[src/rtl/reg_ctrl_pkg.sv]
// Shared types and constants for the register-file port controller.
package reg_ctrl_pkg;

    localparam int REG_W    = 8;
    localparam int REG_D    = 4;
    localparam int NUM_REGS = 2 ** REG_D;
    localparam int ACC_ADDR = 15;

    // Port ownership: clearing after reset, core datapath, or one debug slot.
    typedef enum logic [1:0] {
        ST_INIT = 2'd0,
        ST_RUN  = 2'd1,
        ST_DBG  = 2'd2
    } ctrl_state_e;

    // One debug/loader access as presented by the requester.
    typedef struct packed {
        logic             we;
        logic [REG_D-1:0] addr;
        logic [REG_W-1:0] wdata;
    } dbg_req_t;

endpackage

[src/rtl/reg_file_ctrl.sv]
// Port controller and arbiter for the 16-entry register file. Clears every
// entry after reset, then shares the single address/write port between the
// core datapath (priority) and a debug/loader requester that is guaranteed
// service after a bounded number of waiting cycles.
module reg_file_ctrl
    import reg_ctrl_pkg::*;
#(
    parameter int W          = REG_W,
    parameter int D          = REG_D,
    parameter int STARVE_LIM = 4
) (
    input  logic         clk,
    input  logic         rst,
    input  logic [D-1:0] core_addr,
    input  logic         core_reg_we,
    input  logic         core_acc_we,
    input  logic [W-1:0] core_data,
    input  logic         core_hold,
    output logic         core_stall,
    input  logic         dbg_req,
    input  logic         dbg_we,
    input  logic [D-1:0] dbg_addr,
    input  logic [W-1:0] dbg_wdata,
    output logic         dbg_ack,
    output logic [W-1:0] dbg_rdata,
    output logic [D-1:0] rf_addr,
    output logic         rf_reg_write_en,
    output logic         rf_acc_write_en,
    output logic [W-1:0] rf_data_in,
    input  logic [W-1:0] rf_data_out_reg,
    output logic         init_done
);

    localparam int            SW         = $clog2(STARVE_LIM + 1);
    localparam logic [SW-1:0] STARVE_MAX = SW'(STARVE_LIM);
    localparam logic [D-1:0]  LAST_IDX   = D'(NUM_REGS - 1);

    ctrl_state_e   state;
    logic [D-1:0]  init_cnt;
    logic [SW-1:0] starve_cnt;
    dbg_req_t      dbg;
    logic          grant;

    assign dbg = '{we: dbg_we, addr: dbg_addr, wdata: dbg_wdata};

    // The ack cycle masks dbg_req so a still-asserted request is not served twice.
    assign grant = (state == ST_RUN) && dbg_req && !dbg_ack &&
                   (core_hold || (starve_cnt == STARVE_MAX));

    // State, counters and all registered outputs.
    // NOTE: every register here is assigned with <= so that all of them sample
    // the same pre-edge values; a blocking = would let later lines see new state.
    always_ff @(posedge clk or posedge rst) begin
        if (rst) begin
            state      <= ST_INIT;
            init_cnt   <= '0;
            starve_cnt <= '0;
            dbg_ack    <= 1'b0;
            dbg_rdata  <= '0;
            init_done  <= 1'b0;
            core_stall <= 1'b1;
        end else begin
            dbg_ack <= 1'b0;
            case (state)
                ST_INIT: begin
                    init_cnt <= init_cnt + 1'b1;
                    if (init_cnt == LAST_IDX) begin
                        state      <= ST_RUN;
                        init_done  <= 1'b1;
                        core_stall <= 1'b0;
                    end
                end
                ST_RUN: begin
                    if (grant) begin
                        state      <= ST_DBG;
                        core_stall <= 1'b1;
                        starve_cnt <= '0;
                    end else if (!dbg_req) begin
                        starve_cnt <= '0;
                    end else if (starve_cnt != STARVE_MAX) begin
                        starve_cnt <= starve_cnt + 1'b1;
                    end
                end
                ST_DBG: begin
                    // Read-before-write: the file still presents the old entry value.
                    state      <= ST_RUN;
                    core_stall <= 1'b0;
                    dbg_ack    <= 1'b1;
                    dbg_rdata  <= rf_data_out_reg;
                end
                default: begin
                    state      <= ST_INIT;
                    init_cnt   <= '0;
                    core_stall <= 1'b1;
                end
            endcase
            if (state != ST_RUN && !dbg_req) begin
                starve_cnt <= '0;
            end
        end
    end

    // Register-file port mux; reset forces every control to zero immediately.
    // NOTE: every output gets a default before the case so no path leaves one
    // unassigned, which would otherwise infer a latch.
    always_comb begin
        rf_addr         = '0;
        rf_reg_write_en = 1'b0;
        rf_acc_write_en = 1'b0;
        rf_data_in      = '0;
        if (!rst) begin
            case (state)
                ST_INIT: begin
                    rf_addr         = init_cnt;
                    rf_reg_write_en = 1'b1;
                end
                ST_RUN: begin
                    rf_addr         = core_addr;
                    rf_data_in      = core_data;
                    rf_acc_write_en = core_acc_we;
                    rf_reg_write_en = core_reg_we & ~core_acc_we;
                end
                ST_DBG: begin
                    rf_addr         = dbg.addr;
                    rf_reg_write_en = dbg.we;
                    rf_data_in      = dbg.wdata;
                end
                default: begin
                    rf_addr = '0;
                end
            endcase
        end
    end

endmodule

[config.mk]
export PLATFORM = sky130hd
export DESIGN_NAME = reg_file_ctrl
export DESIGN_NICKNAME = d
export VERILOG_FILES = /design/src/rtl/reg_ctrl_pkg.sv /design/src/rtl/reg_file_ctrl.sv
export SDC_FILE = /design/constraint.sdc
export NUM_CORES = 1
export LEC_CHECK = 0
export CAP_MARGIN = 20
export CORE_ASPECT_RATIO = 0.9
export CORE_MARGIN = 1
export CORE_UTILIZATION = 41
export DETAILED_ROUTE_END_ITERATION = 7
export PLACE_DENSITY_LB_ADDON = 0.15
export SYNTH_ARGS = -nofsm -noshare
export SYNTH_HDL_FRONTEND = slang
export SYNTH_SLANG_ARGS = --single-unit
[constraint.sdc]
create_clock -name clk -period 3.1 [get_ports clk]
set_input_delay 0.62 -clock clk [delete_from_list [all_inputs] [get_ports clk]]
set_output_delay 0.62 -clock clk [all_outputs]
set_load 0.05 [all_outputs]
==> summary.txt, run 1 <==
Status
  – Status: finished clean

Timing
  – Setup Total Neg Slack: 0 ps
  – Setup clock skew after layout: 0.958 ps
  – Max Clock Freq: 0.384 GHz
  – Transition time at the pin with the least slew margin: 516 ps
  – Final period utilization: 84.0%
  – Relative slew margins: 65.5%
  – Setup violators final: 0
  – Final hold violations: 0
  – Count of final max-slew check failures: 0
  – Setup repair after global routing missed its margin: false
  – Time the final worst path needs with I/O delays and setup: 2600 ps

Synth
  – Number of synthesized flops with an enable pin: 0
  – Cell area after technology mapping: 0.00116 mm²
  – Most common flop cell mapped by yosys: dfrtp_1
  – Post-Synthesis Net Count: 164
  – Seq/Total Area, Yosys: 43.1%
  – Number of distinct library cells after synthesis: 31
  – Fraction of synthesized cell area taken by the top area cell type: 40.8%
  – Top post-synthesis cells by area: dfrtp_1 41%, ha_1 9.7%, mux2_2 8.7%
  – Mean area per synthesized cell: 10.0 µm²
  – Cell type with the highest aggregate area in the netlist: dfrtp_1
  – Yosys warning count: 0
  – Gate count after technology mapping: 116
  – Flop and latch count out of synthesis: 20
  – Asr flop ratio synth: 100%

Layout
  – Most used cells in the layout excluding fill and tap cells: 49 x clkdlybuf4s50_1, 19 x dfrtp_1, 13 x nor2_1
  – Antenna diode count: 0
  – Final net count: 228
  – Final Non-Filler Cells: 217
  – Area Growth Syn to Fin: 67.7%
  – Share of final-layout standard cells stronger than drive strength 1: 16.8%
  – Number of inserted filler cells in the final layout: 186
  – Most common cell after layout, fill and taps aside: clkdlybuf4s50_1

Route
  – Drt drc: 0
  – Number of detailed-route iterations in the first pass: 5
  – Overall routed net length: 3.24 mm
  – Overall via count from detail_route: 1148
  – Drt initial violations: 57
  – Vias per cell: 5.29
  – Post-detailed-route count of antenna-violating nets: 0
  – Detailed-route wire length per cell: 14.9 µm

Clocking
  – Clock network latency to the later pin of the worst-skew pair: 310 ps
  – Hold-fix buffers, CTS: 0
  – Root buffer selected by CTS: clkbuf_4
  – Number of clock sinks seen by CTS: 20
  – Post_cts resized: 0
  – Number of buffers inserted to repair setup after CTS: 0
  – H-tree levels: 1
  – Maximum clock path buffer count: 2
  – Number of clock buffers inserted by TritonCTS: 3
  – TritonCTS clock tree: done
  – Clock-pin slew on the worst setup and hold paths: 110 ps

GRT
  – Largest net degree at the start of global routing: 21
  – Grt met3 use: 7.90%
  – Met2 Track Usage GR: 38.5%
  – Global routing usage summed across all routing layers: 23.1%
  – Highest-utilization routing layer at the global route stage: met2
  – Number of global-route vias before repair: 1147
  – Sum of overflow across all layers after global routing: 0
  – Grt met1 use: 27.7%
  – Wire length of the first global-routing pass: 5.21 mm
  – Antenna violations before repair: 0

Pwr
  – Design internal power: 1040 µW
  – Worst vdd ir: 0.662 mV
  – Clock power frac: 10.7%
  – Combinational Power Share: 67.3%
  – Net load switching power: 988 µW
  – Proportion of power drawn by flip-flops and latches: 22.1%
  – Switching power share of the total: 48.8%
  – Leak: 0.000832 µW
  – Power per standard cell area: 1040 mW/mm²

Die
  – Die Span X: 58.2 µm
  – Die height: 52.6 µm
  – Starting density of the core: 45.3%
  – Core area: 0.00257 mm²
  – Overall die area: 0.00306 mm²
  – Boundary pin count: 64
  – Number of rows created at floorplan: 17

Critical path
  – Register-to-Register Path Depth: 6
  – Kind of critical path: flip-flop to primary output
  – First element of the critical path: state[0]
  – Gate family responsible for the most delay along the worst path: adder cells
  – Critical path buffers and inverters: 2
  – Critical Path AT: 1980 ps
  – R2R Setup Slk: 1170 ps
  – Logic depth of the worst path, buffers included: 5
  – Startpoint type of the worst setup path: flip-flop
  – Endpoint kind of the worst setup timing path: primary output
  – Maximum fanout along the worst path: 14
  – Cell-by-cell listing of the critical path: inv_1 -> ha_1 -> a222oi_1 -> nor3_1 -> buf_4
  – Worst R2R Start: state[1]
  – Cell type of the slowest stage on the worst timing path: ha_1
  – Endpoint required time on the critical path: 2480 ps
  – CP peak stage delay: 480 ps

Min path
  – Min-Delay Path Depth: 1
  – Worst min-delay path class: flip-flop to flip-flop
  – Startpoint of the tightest hold check path: init_done

Placed design
  – Count of input and output buffers: 63
  – Half-perimeter wire length after placement: 2.57 mm
  – Final RePlAce weighted congestion: 0.841
  – Placed cell count: 213

Flow run
  – Max-cap violation count: 0
-- cells by family after synthesis --
kind of cell / count (synthesis) / synth area share, %
AOI/OAI and AO/OA: 30 / 19.0
adders and majority gates: 9 / 9.67
buffers and inverters: 11 / 4.30
DFF: 20 / 43.1
muxes: 10 / 9.56
and+or+nand+nor: 36 / 14.4
-- power by group through the flow --
stage	registers [µW]	clock network, µW	logic [µW]
floorplan	664	0	699
global placement	443	0	1330
detailed placement	452	0	1360
CTS	447	220	1360
global route	461	230	1460
finish	446	216	1360
-- through the flow --
stage | hold slack (ps) | setup slack (ps) | total power, µW | area (µm²) | utilization (%)
finish | 484 | 495 | 2020 | 1950 | 75.9
global placement | 462 | 676 | 1770 | 1900 | 73.8
global route | 502 | 374 | 2150 | 1950 | 75.9
CTS | 491 | 503 | 2030 | 1950 | 75.9
floorplan | 490 | 298 | 1360 | 1160 | -
detailed placement | 458 | 649 | 1810 | 1900 | 73.8
-- registers in the layout (all words and copies together), names as in the netlist --
signal and count:
starve_cnt 3, init_done 1, dbg_rdata 8, dbg_ack 1, core_stall 1, init_cnt 4, state 2
-- Yosys cell counts (2+ instances only) --
library cell  count
buf_1             2
o21ai_0           6
a21o_1            2
buf_4             2
a22oi_1           8
nor2_1           13
ha_1              9
nand3_1           3
dfrtp_1          19
nand2_1           8
nor3_1            6
a222oi_1          4
inv_1             6
mux2_2            9
a22o_1            3
-- worst paths after layout --
path	to
max in group asynchronous	core_stall
min reg2reg	init_done
min	init_done
min in group asynchronous	init_cnt[1]
max	rf_addr[3]
max reg2reg	state[0]
-- layout make-up --
class                   count  area (µm²)  area share (%)
inverters                   6        22.5            1.15
clock buffers               3        22.5            1.15
clock inverters             1        30.0            1.54
repair buffers             64         716            36.6
well taps                  38        47.5            2.43
flip-flops and latches     20         502            25.7
multi-input cells          85         613            31.4
-- routing by layer --
metal | vias up | share of wire, %
met1 | 541 | 43
met5 | - | 0
li1 | 554 | -
met2 | 48 | 48
met4 | 0 | 1.3
met3 | 5 | 8.0
No activity file was read; power rests on OpenSTA's default activity.
==> run 2: changes to the inputs <==
CORE_UTILIZATION = 35   (was 41)
clock period = 2.22 ns   (was 3.1 ns; I/O delays follow)
==> run 2 against run 1 <==
Flip-flop and latch count unchanged. Clock skew is 2.8 ps higher. Highest routed layer unchanged. Clock-buffer cell count is the same. Register-to-register slack got worse by 820 ps. Critical endpoint is now rf_reg_write_en. Via count up 5.6%. Critical path type unchanged. Largest cell class unchanged. Worst hold slack lost 5.2 ps. Power is 62% higher. Die area up 17%.
==> summary.txt, run 2 (synthesis results as in run 1) <==
Timing
  – Final period utilization: 96.6%
  – Transition time at the pin with the least slew margin: 505 ps (was 516 ps)
  – Setup violators final: 0 (unchanged)
  – Relative slew margins: 66.3% (was 65.5%)
  – Count of final max-slew check failures: 0 (unchanged)
  – Final hold violations: 0 (unchanged)
  – Max Clock Freq: 0.466 GHz
  – Time the final worst path needs with I/O delays and setup: 2140 ps
  – Setup clock skew after layout: 3.74 ps (was 0.958 ps)

Layout
  – Final net count: 234 (was 228)
  – Post-Route Utilization: 70.6% (was 75.9%)
  – Area Growth Syn to Fin: 88.6% (was 67.7%)
  – Antenna diode count: 0 (unchanged)
  – Top register by number of flip-flops: dbg_rdata (unchanged)
  – Share of final-layout standard cells stronger than drive strength 1: 32.4% (was 16.8%)
  – Most common cell after layout, fill and taps aside: clkdlybuf4s50_1 (unchanged)
  – Most used cells in the layout excluding fill and tap cells: 49 x clkdlybuf4s50_1, 17 x dfrtp_1, 15 x buf_12, 9 x mux2_2, 9 x nor2_2 (was 49 x clkdlybuf4s50_1, 19 x dfrtp_1, 13 x nor2_1)
  – Flip-flop count of the largest register after layout: 8 (unchanged)
  – Biggest registers after layout: dbg_rdata x8, init_cnt x4, starve_cnt x3 (unchanged)
  – Number of inserted filler cells in the final layout: 239 (was 186)

GRT
  – Sum of overflow across all layers after global routing: 0 (unchanged)
  – Number of global-route vias before repair: 1269 (was 1147)
  – Global routing usage summed across all routing layers: 21.0% (was 23.1%)
  – Antenna violations before repair: 0 (unchanged)
  – Wire length of the first global-routing pass: 5.86 mm (was 5.21 mm)
  – Largest net degree at the start of global routing: 21 (unchanged)

Clocking
  – Clock-pin slew on the worst setup and hold paths: 80 ps (was 110 ps)
  – Number of clock sinks seen by CTS: 20 (unchanged)
  – TritonCTS clock tree: done (unchanged)
  – Maximum clock path buffer count: 2 (unchanged)
  – Number of clock buffers inserted by TritonCTS: 3 (unchanged)
  – Hold-fix buffers, CTS: 0 (unchanged)
  – Clock network latency to the later pin of the worst-skew pair: 250 ps (was 310 ps)
  – Root buffer selected by CTS: clkbuf_8 (was clkbuf_4)
  – H-tree levels: 1 (unchanged)

Die
  – Number of rows created at floorplan: 19 (was 17)
  – Die Span X: 62.8 µm (was 58.2 µm)
  – Boundary pin count: 64 (unchanged)
  – Die height: 56.7 µm (was 52.6 µm)
  – Overall die area: 0.00356 mm² (was 0.00306 mm²)
  – Core area: 0.00311 mm² (was 0.00257 mm²)
  – Starting density of the core: 37.4% (was 45.3%)

Critical path
  – Kind of critical path: flip-flop to primary output (unchanged)
  – Critical Path AT: 1700 ps (was 1980 ps)
  – R2R Setup Slk: 350 ps (was 1170 ps)
  – Maximum fanout along the worst path: 6 (was 14)
  – Startpoint type of the worst setup path: flip-flop (unchanged)
  – Endpoint required time on the critical path: 1780 ps (was 2480 ps)
  – Endpoint kind of the worst setup timing path: primary output (unchanged)

Pwr
  – Leak: 0.000898 µW (was 0.000832 µW)
  – Total power: 3280 µW (was 2020 µW)
  – Worst vdd ir: 0.923 mV (was 0.662 mV)
  – Power per standard cell area: 1490 mW/mm² (was 1040 mW/mm²)

Route
  – Drt drc: 0 (unchanged)
  – Overall routed net length: 3.68 mm (was 3.24 mm)
  – Overall via count from detail_route: 1212 (was 1148)
  – Detailed-route wire length per cell: 16.2 µm (was 14.9 µm)
  – Drt initial violations: 47 (was 57)
  – Post-detailed-route count of antenna-violating nets: 0 (unchanged)
  – Vias per cell: 5.34 (was 5.29)
  – Number of detailed-route iterations in the first pass: 4 (was 5)

Flow run
  – Max-cap violation count: 0 (unchanged)

Status
  – Status: finished clean (unchanged)

Min path
  – Worst min-delay path class: flip-flop to flip-flop (unchanged)

Placed design
  – Final RePlAce weighted congestion: 0.782 (was 0.841)
  – Count of input and output buffers: 63 (unchanged)
  – Half-perimeter wire length after placement: 2.85 mm (was 2.57 mm)
==> run 2: critical path, stage by stage, from the launching register on <==
cell	delay (ps)
dfrtp_2	470
inv_4	110
ha_4	170
nand2_1	70
nor2_2	130
a211oi_2	70
nor3_2	250
buf_12	170
==> run 2: final cells by class <==
class	count	area [µm²]	area share, %
Clock buffer	3	41.3	1.88
Tap cell	42	52.6	2.39
Clock inverter	1	30.0	1.37
Multi-Input combinational cell	85	708	32.2
Timing Repair Buffer	70	836	38.0
Sequential cell	20	504	22.9
Inverter	6	25.0	1.14
==> run 2: report_power, final <==
group / internal (µW) / switching, µW / total, µW
clock: 240 / 119 / 359
combinational: 994 / 1270 / 2260
sequential: 523 / 128 / 651
total: 1760 / 1520 / 3280
==> run 2: what timing repair did <==
item | in CTS | in global routing
gates resized for setup | 8 | 15
buffers inserted | 0 | 2
setup endpoints to repair | 12 | 12
pin swaps | 1 | 3
==> run 2: stage by stage <==
stage / std cells / setup slack [ps] / hold WS, ps / area (µm²) / TNS (ps)
finish: 227 / 75.8 / 479 / 2200 / 0
global route: 227 / -30.2 / 512 / 2200 / -30.2
CTS: 225 / 9.27 / 492 / 2110 / 0
detailed placement: 221 / 171 / 476 / 2020 / 0
global placement: 221 / 167 / 464 / 2020 / 0
floorplan: 116 / -109 / 421 / 1190 / -874
==> run 2: worst paths after layout <==
kind | start | to | cells past startpoint
worst max-delay path | state[1] | rf_reg_write_en | 7
max in group asynchronous | rst | core_stall | 3
worst min-delay path | init_done | init_done | 1
min in group asynchronous | rst | init_cnt[1] | 3
worst min register to register | init_done | init_done | 1
worst max register to register | state[1] | state[0] | 7
==> run 2: per-layer routing <==
layer	vias up	GRT usage [%]	part of all wire (%)
li1	566	-	-
met1	588	23.6	40
met2	54	39.6	52
met3	4	4.47	6.9
met4	0	5.65	1.1
met5	-	0	0
